$ cat config.mk
export PLATFORM = sky130hd
export DESIGN_NAME = register_file
export DESIGN_NICKNAME = d
export VERILOG_FILES = /design/src/rtl/register_file.sv
export SDC_FILE = /design/constraint.sdc
export NUM_CORES = 2
export LEC_CHECK = 0
export CELL_PAD_IN_SITES_DETAIL_PLACEMENT = 0
export CELL_PAD_IN_SITES_GLOBAL_PLACEMENT = 2
export CORE_ASPECT_RATIO = 1.25
export CORE_MARGIN = 2
export CORE_UTILIZATION = 48
export CTS_CLUSTER_SIZE = 10
export DETAILED_ROUTE_END_ITERATION = 8
export PLACE_DENSITY_LB_ADDON = 0.1
export SYNTH_ARGS = -nofsm -noshare
export SYNTH_HDL_FRONTEND = slang
export SYNTH_SLANG_ARGS = --single-unit
export TNS_END_PERCENT = 5
$ cat constraint.sdc
create_clock -name clk -period 60.9 [get_ports clk]
set_input_delay 6.09 -clock clk [delete_from_list [all_inputs] [get_ports clk]]
set_output_delay 6.09 -clock clk [all_outputs]
set_load 0.005 [all_outputs]
$ cat src/rtl/register_file.sv
// 32 x 32-bit RISC-V integer register file with write-through bypass.
// x0 reads as zero; x2/x3 come out of reset holding sp/gp.
module register_file #(
  parameter int unsigned          DATA_WIDTH = 32,
  parameter logic [DATA_WIDTH-1:0] SP_RESET  = 32'h7FFF_EFFC,
  parameter logic [DATA_WIDTH-1:0] GP_RESET  = 32'h1000_8000
) (
  input  logic                  clk,
  input  logic                  reset,
  input  logic                  Reg_Write_i,
  input  logic [4:0]            Write_Register_i,
  input  logic [4:0]            Read_Register_1_i,
  input  logic [4:0]            Read_Register_2_i,
  input  logic [DATA_WIDTH-1:0] Write_Data_i,
  output logic [DATA_WIDTH-1:0] Read_Data_1_o,
  output logic [DATA_WIDTH-1:0] Read_Data_2_o
);

  localparam int unsigned NREG = 32;

  // x1..x31 state; entry 0 exists only as a constant zero in the read view
  logic [DATA_WIDTH-1:0] regs_q [1:NREG-1];
  logic [DATA_WIDTH-1:0] rf_view [0:NREG-1];

  logic                  wr_en;
  logic                  byp_ok;
  logic [DATA_WIDTH-1:0] rd1_d;
  logic [DATA_WIDTH-1:0] rd2_d;

  // writes to x0 are dropped here rather than in the flops
  assign wr_en  = Reg_Write_i && (Write_Register_i != 5'd0);

  // bypass is suppressed while reset holds the array
  assign byp_ok = wr_en && !reset;

  function automatic logic [DATA_WIDTH-1:0] rst_val(input int unsigned idx);
    logic [DATA_WIDTH-1:0] v;
    v = '0;
    if (idx == 2) v = SP_RESET;
    if (idx == 3) v = GP_RESET;
    return v;
  endfunction

  genvar g;
  generate
    for (g = 1; g < NREG; g++) begin : g_reg
      // one async-reset flop word per architectural register
      always_ff @(posedge clk or posedge reset) begin
        if (reset) begin
          regs_q[g] <= rst_val(g);
        end else if (wr_en && (Write_Register_i == 5'(g))) begin
          regs_q[g] <= Write_Data_i;
        end
      end
    end
  endgenerate

  // flat 32-entry view so the read index never falls outside the array
  always_comb begin
    rf_view[0] = '0;
    for (int i = 1; i < NREG; i++) begin
      rf_view[i] = regs_q[i];
    end
  end

  // rs1 read: x0 zero, then same-cycle write bypass, then stored value
  always_comb begin
    rd1_d = '0;
    if (Read_Register_1_i != 5'd0) begin
      if (byp_ok && (Read_Register_1_i == Write_Register_i)) begin
        rd1_d = Write_Data_i;
      end else begin
        rd1_d = rf_view[Read_Register_1_i];
      end
    end
  end

  // rs2 read: same priority as rs1, fully independent port
  always_comb begin
    rd2_d = '0;
    if (Read_Register_2_i != 5'd0) begin
      if (byp_ok && (Read_Register_2_i == Write_Register_i)) begin
        rd2_d = Write_Data_i;
      end else begin
        rd2_d = rf_view[Read_Register_2_i];
      end
    end
  end

  assign Read_Data_1_o = rd1_d;
  assign Read_Data_2_o = rd2_d;

endmodule

==> impl_metrics.ini <==
[critical_path]
path_class = in -> out
critical_path_arrival_ps = 10810
worstSetupStartpointType = input pin
path_max_fanout = 58
cp-end-kind = output pin
rr_endpoint = regs_q[112]
timing.rr.start = regs_q[112]
startpoint = Read_Register_1_i[1]
ff2ff_path_depth = 1
rrSetupSlack_ps = 60060
cp.required_ps = 54810

[sta]
finalCritPeriodShare_pct = 27.8
worstMarginPinSlew_ps = 1210
finClkSkew_ps = 0
maxSlewViolCount = 0
max_freq_mhz = 59.2
timing.setup.tns_ps = 0
final_hold_viol_count = 0
slew_headroom_pct = 19.4
post-route-min-period_ps = 16900
setup_violations = 0
rsz0062_at_grt = false

[outcome]
status = finished, final reports clean

[cts]
path_clk_slew_ps = 60
numCtsBuffers = 112
cts_tree = done
clock-sinks = 992
cts_hold_buf = 0
ctsRootBufferMaster = clkbuf_16
clk_path_buf_depth = 3
ctsResizeCount = 0
clkLatencyLatePin_ps = 710
cts_setup_buffers = 0
htreeDepth = 3

[placed_design]
io_buffers = 113
finalWeightedCongestion = 0.801
dpl.hpwl_mm = 102
place_area_um2 = 55500

[die]
io_pins = 114
die_h_um = 377
dieArea_um2 = 114000
chipWidth_um = 303
initial_core_util_pct = 48.2
rows = 137
coreArea_um2 = 111000

[pwr]
power_switching_mw = 0.549
intPower_mw = 1.36
p_seq_share_pct = 46.2
p_comb_share_pct = 20.6
power_density_nw_per_um2 = 32.5
switching_share_pct = 28.7
power.leakage_nw = 25.0
ir_drop_v = 0.0000240
p_clk_share_pct = 33.2

[logic_synthesis]
yosysWarnings = 0
yosysUniqueCellTypes = 51
ys_seq_area_share_pct = 46.4
avgSynthCellArea_um2 = 12.3
synth_edf_count = 0
synthFlopType = dfrtp_1
async_reset_ff_share_pct = 100
syn_inst = 4367
synth_seq_cells = 992
synth_nets = 4417
synth_area_um2 = 53500

[routing]
drt-pass1-iter-count = 7
routedWlPerCell_um = 31.8
drcViolationCount = 0
vias = 37800
antenna_left = 0
drt-initial-drc-count = 3162
avgViaCountPerCell = 6.50
drt-total-wl_mm = 185

[global_routing]
grtUsageTotal_pct = 32.8
grt_overflow = 0
antenna_found_initial = 6
grt_pass1_vias = 38200
grt_pass1_wl_mm = 272
grt_max_degree = 135

[cells_and_area]
largestRegisters = regs_q x992
final_util_pct = 52.9
area_growth_pct = 9.81
drive_gt1_share_pct = 29.4
nets = 4308
stdcell_area_um2 = 58800
regMostFlops = regs_q
largest_reg_flops = 992

[min_path]
whs_endpoint = regs_q[939]
worstHoldStart = regs_q[939]
min_path_cells = 2
hold_class = reg -> reg

[run]
cap_violations = 0
==> cell usage after synthesis, drive strengths merged, types with 8 or more instances <==
cell | n | area (um2)
dfrtp | 962 | 24100
mux2 | 640 | 7210
nand2 | 505 | 1900
o21ai | 493 | 2470
mux4 | 323 | 7270
mux2i | 314 | 3140
clkbuf | 223 | 841
buf | 217 | 1370
a211oi | 121 | 908
a22oi | 89 | 668
nor2b | 71 | 444
o22ai | 53 | 332
a21oi | 49 | 245
a2111oi | 48 | 422
a221oi | 43 | 377
nor2 | 42 | 158
nand3 | 37 | 185
dfstp | 30 | 788
inv | 30 | 113
a22o | 25 | 219
nand2b | 8 | 50.1
==> area by class of cell <==
type                       count  area (um2)
fill                        9779       52300
multi-input combinational   2905       26700
sequential                   992       24900
clock buffer                 204        3270
timing repair buffer         217        1950
tap                         1459        1830
inverter                      30         120
clock inverter                 5        36.3
antenna                        2        5.00
==> worst max-delay path: stages <==
cell	delay [ps]
buf_8	460
buf_4	490
buf_4	690
buf_4	720
mux2i_1	170
a22o_1	260
a2111oi_0	370
a2111oi_0	170
a211oi_1	670
clkdlybuf4s50_1	630
==> cells by family (layout without fill, tap and decap cells) <==
group / count (synthesis) / in the layout / synth area share, %
compound gates: 931 / 931 / 10.7
xor+xnor: 10 / 10 / 0.164
buf+inv: 470 / 456 / 4.34
flops: 992 / 992 / 46.4
mux: 1277 / 1277 / 32.9
other cells: 0 / 2 / 0
simple gates: 687 / 687 / 5.43
==> power groups by stage <==
stage | Sequential [mW] | Combinational [mW] | Clock (mW)
after floorplan | 0.863 | 0.302 | 0
after global placement | 0.888 | 0.388 | 0
after detailed placement | 0.893 | 0.395 | 0
after CTS | 0.882 | 0.396 | 0.647
after global routing | 0.901 | 0.430 | 0.674
final | 0.885 | 0.394 | 0.635
==> layout by cell type, fill, tap and decap left out, types with 89 or more instances in the layout <==
| master | instances |
|---|---|
| dfrtp_1 | 962 |
| mux4_2 | 323 |
| clkdlybuf4s50_1 | 106 |
| nand2_1 | 489 |
| clkbuf_16 | 115 |
| mux2i_1 | 314 |
| a22oi_1 | 89 |
| a211oi_1 | 121 |
| buf_4 | 103 |
| mux2_2 | 632 |
| o21ai_0 | 490 |
==> how the worst max path moves through the flow <==
stage	to	slack [ps]	cells after the start
6_report	Read_Data_1_o[2]	44000	10
2_1_floorplan	regs_q[0]	26950	1
5_1_grt	Read_Data_1_o[2]	43830	10
3_3_place_gp	Read_Data_1_o[2]	43960	10
3_5_place_dp	Read_Data_1_o[2]	43960	10
4_1_cts	Read_Data_1_o[2]	43950	10
==> per-stage QoR <==
stage,instances,setup WS [ps],power [mW],hold WS (ps)
floorplan,4367,26950,1.16,461
global placement,5603,43960,1.28,473
detailed placement,5603,43960,1.29,484
CTS,5812,43950,1.92,492
global route,5813,43830,2.01,501
finish,5814,44000,1.91,488
==> layer usage <==
metal / global-route usage, % / share of wire [%]
met5: 0 / 0.0097
met4: 11.6 / 3.5
met3: 4.95 / 6.2
met2: 52.3 / 47
met1: 45.9 / 43
Power figures use the tool's default switching activity.
